File: config.mk
export PLATFORM = sky130hd
export DESIGN_NAME = link_tx
export DESIGN_NICKNAME = d
export VERILOG_FILES = /design/src/rtl/link_tx.sv
export SDC_FILE = /design/constraint.sdc
export NUM_CORES = 1
export LEC_CHECK = 0
export BUFFER_PORTS_ARGS = -buffer_cell sky130_fd_sc_hd__buf_2
export CAP_MARGIN = 40
export CELL_PAD_IN_SITES_DETAIL_PLACEMENT = 2
export CELL_PAD_IN_SITES_GLOBAL_PLACEMENT = 2
export CORE_UTILIZATION = 43
export DETAILED_ROUTE_END_ITERATION = 7
export GPL_ROUTABILITY_DRIVEN = 0
export PLACE_DENSITY_LB_ADDON = 0.1
export SLEW_MARGIN = 10
export SYNTH_ARGS = -nofsm -noshare
export SYNTH_HDL_FRONTEND = slang
export SYNTH_SLANG_ARGS = --single-unit
File: constraint.sdc
create_clock -name clk -period 2.4 [get_ports clk]
set_input_delay 0.36 -clock clk [delete_from_list [all_inputs] [get_ports clk]]
set_output_delay 0.36 -clock clk [all_outputs]
set_load 0.005 [all_outputs]
File: src/rtl/link_tx.sv
`default_nettype none
// ============================================================================
// Module   : link_tx
// Purpose  : Credit-based link transmitter. Flits from a local producer are
//            staged in a small FIFO and forwarded, one per cycle, to a
//            downstream router. A flit is sent only while credits remain.
//            Each credit_in pulse returns one credit.
// Ports    : clk            - single clock, rising edge
//            rst            - synchronous reset, active low (0 = reset)
//            flit_in        - producer flit
//            flit_valid_in  - flit_in valid
//            flit_ready_out - staging FIFO can accept a flit
//            credit_in      - one-cycle pulse, returns one downstream credit
//            channel_out    - registered flit toward downstream (0 when idle)
//            diff_pair_po   - registered flit-valid, positive leg
//            diff_pair_no   - registered flit-valid, negative leg (~po)
//            credit_count   - credits currently available
//            credit_err     - sticky credit-overflow flag
// Revision : 1.0 - initial release
// ============================================================================
module link_tx #(
  parameter int CHANNEL_WIDTH = 32,
  parameter int BUFFER_DEPTH  = 4,
  parameter int FIFO_DEPTH    = 4
) (
  input  logic                               clk,
  input  logic                               rst,
  input  logic [CHANNEL_WIDTH-1:0]           flit_in,
  input  logic                               flit_valid_in,
  output logic                               flit_ready_out,
  input  logic                               credit_in,
  output logic [CHANNEL_WIDTH-1:0]           channel_out,
  output logic                               diff_pair_po,
  output logic                               diff_pair_no,
  output logic [$clog2(BUFFER_DEPTH+1)-1:0]  credit_count,
  output logic                               credit_err
);

  localparam int c_ADDR_W = $clog2(FIFO_DEPTH);
  localparam int c_CRED_W = $clog2(BUFFER_DEPTH + 1);
  localparam logic [c_ADDR_W:0]   c_FIFO_FULL   = (c_ADDR_W + 1)'(FIFO_DEPTH);
  localparam logic [c_CRED_W-1:0] c_CREDIT_MAX  = c_CRED_W'(BUFFER_DEPTH);

  // Storage and state
  logic [CHANNEL_WIDTH-1:0] mem_q [FIFO_DEPTH];
  logic [c_ADDR_W-1:0]      wr_ptr_q, wr_ptr_d;
  logic [c_ADDR_W-1:0]      rd_ptr_q, rd_ptr_d;
  logic [c_ADDR_W:0]        count_q, count_d;
  logic [c_CRED_W-1:0]      credit_q, credit_d;
  logic                     err_q, err_d;
  logic [CHANNEL_WIDTH-1:0] chan_q, chan_d;
  logic                     po_q, po_d;
  logic                     no_q, no_d;

  logic w_push;
  logic w_send;

  // Ready is forced low during reset so nothing is accepted while clearing.
  assign flit_ready_out = rst && (count_q < c_FIFO_FULL);
  assign w_push         = flit_valid_in && flit_ready_out;
  // Send decision uses only registered state, so a flit pushed at edge k
  // is seen as the FIFO head and sent at edge k+1 at the earliest.
  assign w_send         = (count_q != '0) && (credit_q != '0);

  always_comb begin
    wr_ptr_d = wr_ptr_q;
    rd_ptr_d = rd_ptr_q;
    count_d  = count_q;
    credit_d = credit_q;
    err_d    = err_q;
    chan_d   = '0;
    po_d     = 1'b0;
    no_d     = 1'b1;

    // Pointers are log2(FIFO_DEPTH) bits wide, so they wrap naturally.
    if (w_push) begin
      wr_ptr_d = wr_ptr_q + 1'b1;
    end
    if (w_send) begin
      rd_ptr_d = rd_ptr_q + 1'b1;
      chan_d   = mem_q[rd_ptr_q];
      po_d     = 1'b1;
      no_d     = 1'b0;
    end

    case ({w_push, w_send})
      2'b10:   count_d = count_q + 1'b1;
      2'b01:   count_d = count_q - 1'b1;
      default: count_d = count_q;
    endcase

    // A returned credit and a consumed credit at the same edge cancel.
    if (credit_in && !w_send) begin
      if (credit_q == c_CREDIT_MAX) begin
        err_d = 1'b1;
      end else begin
        credit_d = credit_q + 1'b1;
      end
    end else if (w_send && !credit_in) begin
      credit_d = credit_q - 1'b1;
    end
  end

  always_ff @(posedge clk) begin
    if (!rst) begin
      wr_ptr_q <= '0;
      rd_ptr_q <= '0;
      count_q  <= '0;
      credit_q <= c_CREDIT_MAX;
      err_q    <= 1'b0;
      chan_q   <= '0;
      po_q     <= 1'b0;
      no_q     <= 1'b1;
    end else begin
      wr_ptr_q <= wr_ptr_d;
      rd_ptr_q <= rd_ptr_d;
      count_q  <= count_d;
      credit_q <= credit_d;
      err_q    <= err_d;
      chan_q   <= chan_d;
      po_q     <= po_d;
      no_q     <= no_d;
    end
  end

  // Data storage needs no reset; occupancy is tracked by count_q.
  always_ff @(posedge clk) begin
    if (w_push) begin
      mem_q[wr_ptr_q] <= flit_in;
    end
  end

  assign channel_out  = chan_q;
  assign diff_pair_po = po_q;
  assign diff_pair_no = no_q;
  assign credit_count = credit_q;
  assign credit_err   = err_q;

endmodule
`default_nettype wire

* Word-level counts from Yosys, hierarchy flattened
Memories as Yosys holds them, arrays and structs flattened. A register that Yosys moved wholly into a read port is not among the register bits. Index checks and enable logic that the tools add are counted.
Word-level totals: register bits after elaboration 13, latch bits 0, RAM bits 128, ROM bits 0, bits of input ports 36, output and inout bits 39, word-level logic and storage cells 42, memories 1
Cells by class: $add $sub $neg 6, $mul 0, div/mod/pow operators 0, order comparisons 1, equal/unequal tests 4, shift-type cells 0, muxes and demuxes 8, bitwise gates (word level) 0, reduce and logical (&&, ||, !) cells 15
Memories:
- mem_q | depth 4, width 32, rd ports 1, clocked after Yosys merged registers in 1, write ports 1, RTL line 45 | logic [CHANNEL_WIDTH-1:0] mem_q [FIFO_DEPTH];
Operators by type and width (number):
- $mux 3 | 3
- $add 3x1->3 const B | 2
- $pmux 3 s2 | 1
- $reduce_and 2->1 | 3
- $reduce_bool 3->1 | 2
- $sub 3x1->3 const B | 2
- $logic_and 1x1->1 | 5
- $add 2x1->2 const B | 2
- $mux 1 | 4
- $reduce_bool 2->1 | 2
- $eq 3x3->1 const B | 1
- $logic_not 1->1 | 3
- $lt 3x3->1 const B | 1
- $eq 2x1->1 const B | 1
- $eq 2x2->1 const B | 1
- $ne 2x2->1 const B | 1

* Logic depth before layout (Yosys ltp)
Gate-level depths: netlist of the first run.
word-level depth 6, mapped depth 7, depth with buffers taken out 7

* Least setup slack after synthesis of the first run
OpenSTA, ideal clock, no wires.
path type register to register, start point reg credit_q[0] (netlist: credit_count[0]), end point reg credit_q[2] (netlist: credit_count[2]), library setup time 128 ps, arrival time 2088 ps, data required time 2272 ps, setup slack 185 ps, cell stages (with the launch flop) 8, path buffers 0, period minus slack after synthesis 2215 ps, path through dfxtp_1 -> or3_1 -> nand2_2 -> nand2_1 -> fa_1 -> or4_4 -> a21boi_0 -> o21ai_1
On the way: word-level cells in the longest chain between the ends 6, elaborated cells on any way between the ends 14, classes of those cells 2 x add/sub; 2 x eq/ne; 3 x mux; 7 x reduce/logical
RTL lines:
- start: declaration | RTL line 49 | logic [c_CRED_W-1:0] credit_q, credit_d;
- start signal: assignment | RTL line 109 | credit_q <= c_CREDIT_MAX;
- start signal: assignment | RTL line 118 | credit_q <= credit_d;
- branches (longest 6 deep; another with $sub 3x1->3)
Several ways; the timed one is not identified. The select of a mux whose other input is x is not followed. A chain may end at the register's enable or synchronous reset.

* Worst setup path after layout of the first run
start point reg count_q[0], end point reg credit_q[2] (netlist: credit_count[2])
On the way: word-level cells in the longest chain between the ends 6, elaborated cells on any way between the ends 9, classes of those cells 1 x eq/ne; 1 x mux; 7 x reduce/logical
RTL lines:
- start: declaration | RTL line 48 | logic [c_ADDR_W:0] count_q, count_d;
- start signal: assignment | RTL line 117 | count_q <= count_d;
- $reduce_bool 3->1 * | RTL line 63 | assign w_send = (count_q != '0) && (credit_q != '0);
- $logic_and 1x1->1 * | RTL line 63
- $logic_not 1->1 | RTL line 93 | if (credit_in && !w_send) begin
- $logic_and 1x1->1 | RTL line 93
- $ne 2x2->1 (no line) or $reduce_bool 2->1 (tied branches)
- $reduce_and 2->1 (no line)
Mark *: on every way between the ends. The rest lies on a longest branch, timed or not.

==> results by group, run 1 <==
Status
  – Status: finished, final reports clean

Logic synthesis
  – Post-Syn Area: 6240 sq um
  – Yosys Warn Count: 0
  – Number of synthesized register bits: 173
  – Most instantiated library cell after synthesis: edfxtp_1
  – Post-synth EDFFs: 128
  – Top-area cell type share of the netlist area: 0.616
  – Ys async rst share: 0
  – Synth cell types: 40
  – Top FF cell, synth: edfxtp_1
  – Syn nets: 358
  – Post-synth top cells: 128 x edfxtp_1, 45 x dfxtp_1, 36 x and3_1, 25 x mux4_2, 10 x nand2_1
  – Syn avg cell area: 19.8 sq um
  – Sequential area share after synthesis: 0.760
  – Post-Syn Instances: 316
  – Area contributors post-synth: edfxtp_1 62%, dfxtp_1 14%, mux4_2 9.0%
  – Yosys top cell by area: edfxtp_1

Critical path
  – Setup crit start: count_q[0]$_SDFFE_PN0P_
  – Slowest stage cell on the critical path: or4_4
  – Critical path class: reg2reg
  – R2r startpoint: count_q[0]$_SDFFE_PN0P_
  – FF-to-FF End: credit_count[2]$_SDFFE_PN1P_
  – CP endpoint kind: flop
  – Max incr delay on CP: 520 ps
  – Data arrival, critical path: 2550 ps
  – Register-to-Register Path Depth: 7
  – CP max FO: 5
  – Data required, critical path: 2700 ps
  – Setup crit end: credit_count[2]$_SDFFE_PN1P_
  – Crit-path cells: or3_4 -> nand2_2 -> nand2_1 -> fa_1 -> or4_4 -> a21boi_0 -> o21ai_1
  – Worst R2R Setup Slack: 150 ps
  – Startpoint Class: flop

Drt
  – Drt first pass iters: 4
  – WL per Instance: 23.7 um
  – DRT iter0 DRCs: 150
  – Final Routed Wirelength: 14200 um
  – Final ANT Viol Nets: 0
  – Routed vias/inst: 5.36
  – Metal3 WL: 523 um
  – Met2 WL post-DR: 7710 um
  – Metal-1 WL: 5710 um
  – DRC: 0
  – Via count: 3210
  – DR top layer: met5

Die
  – Initial Util: 0.445
  – Die area: 15000 sq um
  – Core area: 14000 sq um
  – Row cnt: 43
  – Die X: 122 um
  – I/O pin count: 75
  – Die height: 122 um

Power
  – Internal: 6.14 mW
  – Sw Share: 0.265
  – Clock power frac: 0.338
  – NetSw: 2.21 mW
  – Pleak: 2.83 nW
  – Combinational share of power: 0.218
  – Flop pwr share: 0.445
  – Worst VDD drop: 0.558 mV
  – PD cells: 1110 nW/um^2

STA
  – Headroom to the max-slew limit: 0.613
  – Slew Viols, Final: 0
  – Setup tns final: 0 ps
  – Final hold violations: 0
  – Final min period: 2250 ps
  – Layout Skew: 13.4 ps
  – Slew @ Worst Pin: 578 ps
  – Endpoints failing setup: 0
  – Fin crit share: 0.939
  – Worst setup margin: 148 ps
  – RSZ-0062 raised after global routing: false
  – Fmax: 444 MHz

Global route
  – Total GRT Usage: 0.215
  – GRT overflow: 0
  – First-pass GRT wire length: 22200 um
  – Initial antenna violation count: 2
  – Largest net degree at the start of global routing: 44
  – Vias in the first global route: 3669

CTS
  – Clock Latency Late Sink: 430 ps
  – Clk root buf: clkbuf_16
  – CTS tree: done
  – # H-tree levels: 4
  – Postcts setup bufs: 0
  – Inserted Clock Buffers: 17
  – Clk buf depth: 2
  – Clock sink total: 173
  – Clock-pin slew on the worst setup and hold paths: 60 ps

Finish
  – Area Growth Syn to Fin: 20.5%
  – Layout cells sized above 1: 0.368
  – Antenna diode count: 0
  – Nets: 448

Placement
  – IO Port Bufs: 74
  – HPWL Detailed: 8360 um
  – DP Worst Slack: 135 ps

Flow run
  – Number of max-cap violations: 0

Hold path
  – Hold WC Path Type: in2reg
## routing by layer
layer	up-vias	GRT usage
met5	-	0
met4	2	0.0854
met3	21	0.0595
met2	67	0.372
met1	1690	0.252
li1	1430	-
## cells by family (layout without fill, tap and decap cells)
| family | count (synthesis) | in the layout | share of synthesized area |
|---|---|---|---|
| flops | 173 | 173 | 0.760 |
| simple gates | 68 | 68 | 0.0641 |
| mux | 36 | 36 | 0.126 |
| buf+inv | 20 | 123 | 0.0180 |
| compound gates | 8 | 8 | 0.00882 |
| fa+ha+maj | 6 | 6 | 0.0144 |
| xor+xnor | 5 | 5 | 0.00822 |
## critical path: cells and delay by family (launching register included)
| kind | cells | cell delay (ps) |
|---|---|---|
| and+or+nand+nor | 4 | 1070 |
| adders and majority gates | 1 | 390 |
| DFF | 1 | 360 |
| AOI/OAI and AO/OA | 2 | 290 |
## sequential cells by signal (all words and copies together) (netlist names)
signal and cells:
credit_count 3, wr_ptr_q 2, count_q 3, channel_out 32
mem_q 128, rd_ptr_q 2, diff_pair_po 1, credit_err 1
diff_pair_no 1
## worst min path at each step
stage,start,end,slack [ps],cells past startpoint
after floorplan,flit_in[0],mem_q[0][0]$_DFFE_PP_,460,0
after global placement,credit_err$_SDFFE_PN0P_,credit_err$_SDFFE_PN0P_,500,2
after detailed placement,credit_err$_SDFFE_PN0P_,credit_err$_SDFFE_PN0P_,510,2
after CTS,flit_in[14],mem_q[3][14]$_DFFE_PP_,120,1
after global routing,flit_in[14],mem_q[3][14]$_DFFE_PP_,130,1
final,flit_in[14],mem_q[0][14]$_DFFE_PP_,140,1
## layout make-up
cell class                      instances  area, sq um
Fill cell                            1222         6520
Sequential cell                       173         4750
Multi-Input combinational cell        123         1400
Timing Repair Buffer                   87          531
Clock buffer                           23          468
Tap cell                              180          225
Clock inverter                          9          134
Inverter                                4         15.0
## cell usage in the layout (no fill, tap or decap), types with 2 or more instances in the layout
master | netlist | final
clkbuf_16 | 0 | 17
buf_4 | 1 | 8
nand2_1 | 10 | 10
buf_2 | 3 | 74
xnor2_1 | 3 | 3
ha_1 | 4 | 4
buf_12 | 0 | 5
clkbuf_1 | 8 | 4
inv_1 | 4 | 4
edfxtp_1 | 128 | 128
bufinv_16 | 0 | 3
nor2_1 | 6 | 6
fa_1 | 2 | 2
mux4_1 | 7 | 7
inv_6 | 0 | 2
and3_2 | 0 | 4
dfxtp_1 | 45 | 43
nand3_1 | 2 | 2
clkbuf_8 | 0 | 2
mux4_2 | 25 | 25
nand2b_1 | 2 | 2
and3_1 | 36 | 32
dfxtp_2 | 0 | 2
clkinv_2 | 0 | 2
mux2i_1 | 3 | 3
## timing repair
action                                  in CTS  in global routing
endpoints found under the setup margin       0                  1
gates resized for setup                      0                  1
hold buffers                                 0                  0
## per-stage QoR
stage | total power [mW] | hold slack [ps] | util | cell area, sq um | instances
6_report | 8.36 | 140 | 0.536 | 7520 | 599
5_1_grt | 8.74 | 128 | 0.536 | 7520 | 599
4_1_cts | 8.48 | 116 | 0.535 | 7510 | 599
3_5_place_dp | 5.60 | 515 | 0.492 | 6910 | 567
3_3_place_gp | 5.53 | 500 | 0.492 | 6910 | 567
2_1_floorplan | 4.87 | 459 | - | 6240 | 316
## power groups by stage
stage          sequential (mW)  combinational, mW  clock, mW
6_report                  3.72               1.82       2.82
5_1_grt                   3.75               2.00       2.99
4_1_cts                   3.73               1.86       2.90
3_5_place_dp              3.79               1.82          0
3_3_place_gp              3.75               1.77          0
2_1_floorplan             3.76               1.11          0
(Power assumes the default switching activity.)
==> run 2: changes to the inputs <==
--- a/config.mk
+++ b/config.mk
@@ -7,12 +7,11 @@
 export LEC_CHECK = 0
 export BUFFER_PORTS_ARGS = -buffer_cell sky130_fd_sc_hd__buf_2
 export CAP_MARGIN = 40
-export CELL_PAD_IN_SITES_DETAIL_PLACEMENT = 2
-export CELL_PAD_IN_SITES_GLOBAL_PLACEMENT = 2
-export CORE_UTILIZATION = 43
+export CORE_ASPECT_RATIO = 0.8
+export CORE_UTILIZATION = 57
 export DETAILED_ROUTE_END_ITERATION = 7
 export GPL_ROUTABILITY_DRIVEN = 0
-export PLACE_DENSITY_LB_ADDON = 0.1
+export PLACE_DENSITY = 0.78
 export SLEW_MARGIN = 10
 export SYNTH_ARGS = -nofsm -noshare
 export SYNTH_HDL_FRONTEND = slang
==> run 2 against run 1 <==
  * Power grew 0.25%
  * Critical path depth is the same
  * Combinational power shrank 9%
  * Largest cell class unchanged
==> results by group, run 2 (synthesized netlist as in run 1, its figures left out) <==
Global route
  – Vias in the first global route: 3252 (was 3669)
  – Initial antenna violation count: 0 (was 2)
  – Largest net degree at the start of global routing: 44 (unchanged)
  – Total GRT Usage: 0.216 (was 0.215)
  – First-pass GRT wire length: 17600 um (was 22200 um)
  – GRT overflow: 0 (unchanged)

Die
  – Row cnt: 33 (was 43)
  – Die height: 95.6 um (was 122 um)
  – Die X: 119 um (was 122 um)
  – Initial Util: 0.598 (was 0.445)
  – I/O pin count: 75 (unchanged)
  – Core area: 10400 sq um (was 14000 sq um)
  – Die area: 11400 sq um (was 15000 sq um)

Finish
  – Most frequent cells in the layout: 128 x edfxtp_1, 74 x buf_2, 43 x dfxtp_1 (unchanged)
  – Nets: 447 (was 448)
  – Layout cells sized above 1: 0.373 (was 0.368)
  – Max reg flops: 128 (unchanged)
  – Most common cell after layout, fill and taps aside: edfxtp_1 (unchanged)
  – Biggest register: mem_q (unchanged)
  – Non-Filler Instances: 559 (was 599)
  – Area Growth Syn to Fin: 20.4% (was 20.5%)

STA
  – Layout Skew: 10.3 ps (was 13.4 ps)
  – Slew @ Worst Pin: 852 ps (was 578 ps)
  – Final min period: 2270 ps (was 2250 ps)
  – Fmax: 440 MHz (was 444 MHz)
  – Endpoints failing setup: 0 (unchanged)
  – RSZ-0062 raised after global routing: false (unchanged)
  – Slew Viols, Final: 0 (unchanged)
  – Fin crit share: 0.948 (was 0.939)
  – Setup tns final: 0 ps (unchanged)
  – Final hold violations: 0 (unchanged)
  – Headroom to the max-slew limit: 0.430 (was 0.613)

CTS
  – CTS tree: done (unchanged)
  – # H-tree levels: 4 (unchanged)
  – Clk buf depth: 2 (unchanged)
  – Postcts setup bufs: 0 (unchanged)
  – # resized after CTS: 0 (unchanged)
  – Clock-pin slew on the worst setup and hold paths: 70 ps (was 60 ps)
  – Clk root buf: clkbuf_16 (unchanged)
  – Inserted Clock Buffers: 17 (unchanged)
  – CTS Hold Bufs: 0 (unchanged)
  – Clock Latency Late Sink: 410 ps (was 430 ps)
  – Clock sink total: 173 (unchanged)

Drt
  – Final Routed Wirelength: 11100 um (was 14200 um)
  – Final ANT Viol Nets: 0 (unchanged)
  – WL per Instance: 19.8 um (was 23.7 um)
  – DRT iter0 DRCs: 346 (was 150)
  – Drt first pass iters: 4 (unchanged)
  – Routed vias/inst: 5.56 (was 5.36)
  – DRC: 0 (unchanged)
  – Via count: 3106 (was 3210)

Critical path
  – Data arrival, critical path: 2560 ps (was 2550 ps)
  – Worst path buffer plus inverter count: 0 (unchanged)
  – Max incr delay on CP: 530 ps (was 520 ps)
  – Crit-path cells: or3_1 -> nand2_2 -> nand2_1 -> fa_1 -> or4_4 -> a21boi_0 -> o21ai_1 (was or3_4 -> nand2_2 -> nand2_1 -> fa_1 -> or4_4 -> a21boi_0 -> o21ai_1)
  – CP top delay family: simple AND/OR/NAND/NOR gates (unchanged)
  – Data required, critical path: 2680 ps (was 2700 ps)
  – CP max FO: 5 (unchanged)
  – CP endpoint kind: flop (unchanged)
  – Slowest stage cell on the critical path: or4_4 (unchanged)
  – Critical path class: reg2reg (unchanged)
  – Startpoint Class: flop (unchanged)

Power
  – Pleak: 2.85 nW (was 2.83 nW)
  – Final Power: 8.38 mW (was 8.36 mW)
  – Worst VDD drop: 0.833 mV (was 0.558 mV)
  – PD cells: 1120 nW/um^2 (was 1110 nW/um^2)

Hold path
  – Hold WC Path Type: in2reg (unchanged)

Placement
  – HPWL Detailed: 6560 um (was 8360 um)
  – IO Port Bufs: 74 (unchanged)
  – Placed insts: 526 (was 567)

Flow run
  – Number of max-cap violations: 0 (unchanged)

Status
  – Status: finished, final reports clean (unchanged)
## run 2: cell type report
class / count / area [sq um]
fill: 651 / 2930
antenna: 1 / 2.50
timing repair buffer: 86 / 523
clock inverter: 15 / 231
tap: 140 / 175
sequential: 173 / 4750
inverter: 4 / 15.0
clock buffer: 17 / 425
multi-input combinational: 123 / 1400
## run 2: routing by layer
| layer | vias up | GRT usage | wire length [um] |
|---|---|---|---|
| met5 | - | 0 | 0 |
| met4 | 0 | 0.0601 | 68 |
| met3 | 8 | 0.0706 | 588 |
| met2 | 83 | 0.364 | 5650 |
| met1 | 1580 | 0.272 | 4770 |
| li1 | 1435 | - | - |
## run 2: path summary, 6_finish.rpt
check | from | endpoint | slack [ps] | cells past startpoint
hold reg to reg | credit_err$_SDFFE_PN0P_ | credit_err$_SDFFE_PN0P_ | 470 | 2
setup reg to reg | count_q[0]$_SDFFE_PN0P_ | credit_count[2]$_SDFFE_PN1P_ | 130 | 7
hold / removal | flit_in[6] | mem_q[1][6]$_DFFE_PP_ | 160 | 1
setup / recovery | count_q[0]$_SDFFE_PN0P_ | credit_count[2]$_SDFFE_PN1P_ | 130 | 7
## run 2: report_power, final
part	leakage, nW	switching (mW)	total (mW)	internal, mW
Clock	0.315	1.12	2.99	1.86
Combinational	1.01	0.805	1.65	0.844
Sequential	1.53	0.188	3.74	3.56
Total	2.85	2.12	8.38	6.26
## run 2: worst register-to-register path, stage by stage (launching register included)
cell,delay [ps]
dfxtp_1,360
or3_1,420
nand2_2,90
nand2_1,70
fa_1,390
or4_4,530
a21boi_0,210
o21ai_1,90
## run 2: through the flow
stage	area, sq um	utilization	setup WS, ps	hold WS, ps
after floorplan	6240	-	185	459
after global placement	6860	0.656	202	458
after detailed placement	6860	0.656	130	461
after CTS	7510	0.719	124	138
after global routing	7510	0.719	45.0	142
final	7510	0.719	125	159
==> run 3: changes to the inputs <==
--- a/config.mk
+++ b/config.mk
@@ -11,7 +11,7 @@
 export CORE_UTILIZATION = 57
 export DETAILED_ROUTE_END_ITERATION = 7
 export GPL_ROUTABILITY_DRIVEN = 0
-export PLACE_DENSITY = 0.78
+export PLACE_DENSITY_LB_ADDON = 0.1
 export SLEW_MARGIN = 10
 export SYNTH_ARGS = -nofsm -noshare
 export SYNTH_HDL_FRONTEND = slang
==> run 3 against run 2 <==
  * Combinational power up 7%
  * Sequential power about the same
  * Global-route usage down 1.2 points
  * Sequential cell count unchanged
  * Die area unchanged
  * Clock power down 12%
  * Critical path type unchanged
==> results by group, run 3 (synthesized netlist as in run 1, its figures left out) <==
Global route
  – First-pass GRT wire length: 16500 um (was 17600 um)
  – Initial antenna violation count: 0 (unchanged)
  – Vias in the first global route: 3157 (was 3252)
  – Largest net degree at the start of global routing: 44 (unchanged)
  – GRT overflow: 0 (unchanged)
  – Total GRT Usage: 0.204 (was 0.216)

Drt
  – Drt first pass iters: 5 (was 4)
  – DRC: 0 (unchanged)
  – WL per Instance: 19.1 um (was 19.8 um)
  – DRT iter0 DRCs: 204 (was 346)
  – Final Routed Wirelength: 10700 um (was 11100 um)
  – Via count: 3078 (was 3106)
  – Routed vias/inst: 5.50 (was 5.56)
  – Final ANT Viol Nets: 0 (unchanged)

Status
  – Status: finished, final reports clean (unchanged)

Critical path
  – R2r startpoint: count_q[0]$_SDFFE_PN0P_ (unchanged)
  – Crit-path cells: or3_1 -> nand2_2 -> nand2_1 -> fa_1 -> or4_4 -> a21boi_0 -> o21ai_1 (unchanged)
  – CP endpoint kind: flop (unchanged)
  – Max incr delay on CP: 520 ps (was 530 ps)
  – CP max FO: 5 (unchanged)
  – Critical path class: reg2reg (unchanged)
  – FF-to-FF End: credit_count[2]$_SDFFE_PN1P_ (unchanged)
  – Worst R2R Setup Slack: 170 ps (was 130 ps)
  – Data required, critical path: 2690 ps (was 2680 ps)
  – Startpoint Class: flop (unchanged)
  – Slowest stage cell on the critical path: or4_4 (unchanged)
  – Register-to-Register Path Depth: 7 (unchanged)
  – Data arrival, critical path: 2520 ps (was 2560 ps)

Power
  – Worst VDD drop: 0.630 mV (was 0.833 mV)
  – Clock power frac: 0.324 (was 0.356)
  – NetSw: 2.09 mW (was 2.12 mW)
  – Flop pwr share: 0.459 (was 0.447)
  – PD cells: 1090 nW/um^2 (was 1120 nW/um^2)
  – Combinational share of power: 0.217 (was 0.197)
  – Pleak: 2.83 nW (was 2.85 nW)
  – Sw Share: 0.258 (was 0.252)
  – Internal: 6.02 mW (was 6.26 mW)

CTS
  – # resized after CTS: 0 (unchanged)
  – Clock Latency Late Sink: 420 ps (was 410 ps)
  – Clock sink total: 173 (unchanged)
  – Clock-pin slew on the worst setup and hold paths: 70 ps (about the same)
  – Inserted Clock Buffers: 17 (unchanged)
  – Postcts setup bufs: 0 (unchanged)
  – # H-tree levels: 4 (unchanged)
  – Clk root buf: clkbuf_16 (unchanged)
  – CTS tree: done (unchanged)
  – CTS Hold Bufs: 0 (unchanged)
  – Clk buf depth: 2 (unchanged)

Finish
  – Layout cells sized above 1: 0.371 (was 0.373)
  – Most common cell after layout, fill and taps aside: edfxtp_1 (unchanged)
  – Nets: 449 (was 447)
  – Biggest register: mem_q (unchanged)
  – Antenna diode count: 0 (was 1)
  – Fin util: 0.715 (was 0.719)
  – Area Growth Syn to Fin: 19.6% (was 20.4%)
  – Non-Filler Instances: 560 (was 559)
  – Max reg flops: 128 (unchanged)
  – Most frequent cells in the layout: 128 x edfxtp_1, 74 x buf_2, 43 x dfxtp_1 (unchanged)

STA
  – Endpoints failing setup: 0 (unchanged)
  – Fmax: 448 MHz (was 440 MHz)
  – Headroom to the max-slew limit: 0.674 (was 0.430)
  – Final hold violations: 0 (unchanged)
  – RSZ-0062 raised after global routing: false (unchanged)
  – Layout Skew: 16.4 ps (was 10.3 ps)
  – Final min period: 2230 ps (was 2270 ps)
  – Slew Viols, Final: 0 (unchanged)
  – Setup tns final: 0 ps (unchanged)
  – Slew @ Worst Pin: 488 ps (was 852 ps)
  – Fin crit share: 0.930 (was 0.948)

Die
  – Die X: 119 um (unchanged)
  – Core area: 10400 sq um (unchanged)
  – Row cnt: 33 (unchanged)
  – I/O pin count: 75 (unchanged)
  – Initial Util: 0.598 (unchanged)
  – Die area: 11400 sq um (unchanged)
  – Die height: 95.6 um (unchanged)

Placement
  – HPWL Detailed: 6260 um (was 6560 um)
  – Placed insts: 528 (was 526)
  – IO Port Bufs: 74 (unchanged)

Flow run
  – Number of max-cap violations: 0 (unchanged)

Hold path
  – Hold Crit Start: flit_in[29] (was flit_in[6])
  – WHS Endpoint: mem_q[3][29]$_DFFE_PP_ (was mem_q[1][6]$_DFFE_PP_)
  – Hold path depth: 1 (unchanged)
  – Hold WC Path Type: in2reg (unchanged)
run 3: cell types whose count changed in the layout (fill, tap and decap cells not counted), moves of 2 or more:
cell,before,now
clkbuf_8,0,3
bufinv_16,5,1
clkbuf_1,0,2
inv_6,4,1
run 3: area by class of cell:
type | count | area (sq um)
clock buffer | 22 | 474
clock inverter | 10 | 108
fill | 652 | 2980
inverter | 4 | 15.0
multi-input combinational | 123 | 1390
sequential | 173 | 4750
tap | 140 | 175
timing repair buffer | 88 | 558
run 3: metal layers:
layer	GRT usage	routed length, um	vias up
met5	0	0	-
met4	0.0696	76	0
met3	0.0598	505	8
met2	0.345	5510	75
met1	0.256	4620	1559
li1	-	-	1436
run 3: power by group through the flow:
stage,registers [mW],logic (mW),clock network (mW)
after CTS,3.73,1.79,2.68
after detailed placement,3.79,1.77,0
after global placement,3.77,1.67,0
after floorplan,3.76,1.11,0
final,3.72,1.76,2.63
after global routing,3.76,1.92,2.79
run 3: per-stage QoR:
| stage | setup WS (ps) | total power [mW] | hold slack, ps | cell area [sq um] |
|---|---|---|---|---|
| floorplan | 185 | 4.87 | 459 | 6240 |
| global placement | 212 | 5.44 | 477 | 6860 |
| detailed placement | 172 | 5.56 | 489 | 6890 |
| CTS | 162 | 8.19 | 139 | 7470 |
| global route | 90.9 | 8.47 | 145 | 7470 |
| finish | 169 | 8.11 | 150 | 7470 |
run 3: how the worst max path moves through the flow:
| stage | startpoint | to | slack [ps] | cells after the start |
|---|---|---|---|---|
| 3_3_place_gp | count_q[0]$_SDFFE_PN0P_ | credit_count[2]$_SDFFE_PN1P_ | 210 | 7 |
| 4_1_cts | count_q[0]$_SDFFE_PN0P_ | credit_count[2]$_SDFFE_PN1P_ | 160 | 7 |
| 2_1_floorplan | credit_count[0]$_SDFFE_PN0P_ | credit_count[2]$_SDFFE_PN1P_ | 180 | 7 |
| 6_report | count_q[0]$_SDFFE_PN0P_ | credit_count[2]$_SDFFE_PN1P_ | 170 | 7 |
| 3_5_place_dp | count_q[0]$_SDFFE_PN0P_ | credit_count[2]$_SDFFE_PN1P_ | 170 | 7 |
| 5_1_grt | count_q[0]$_SDFFE_PN0P_ | credit_count[2]$_SDFFE_PN1P_ | 90 | 7 |
run 3: critical path: cells and delay by family, from the launching register on:
family                   cells  cell delay [ps]
AND/OR/NAND/NOR              4             1100
adder cells (fa/ha/maj)      1              390
flip-flops                   1              360
AO/OA/AOI/OAI                2              260
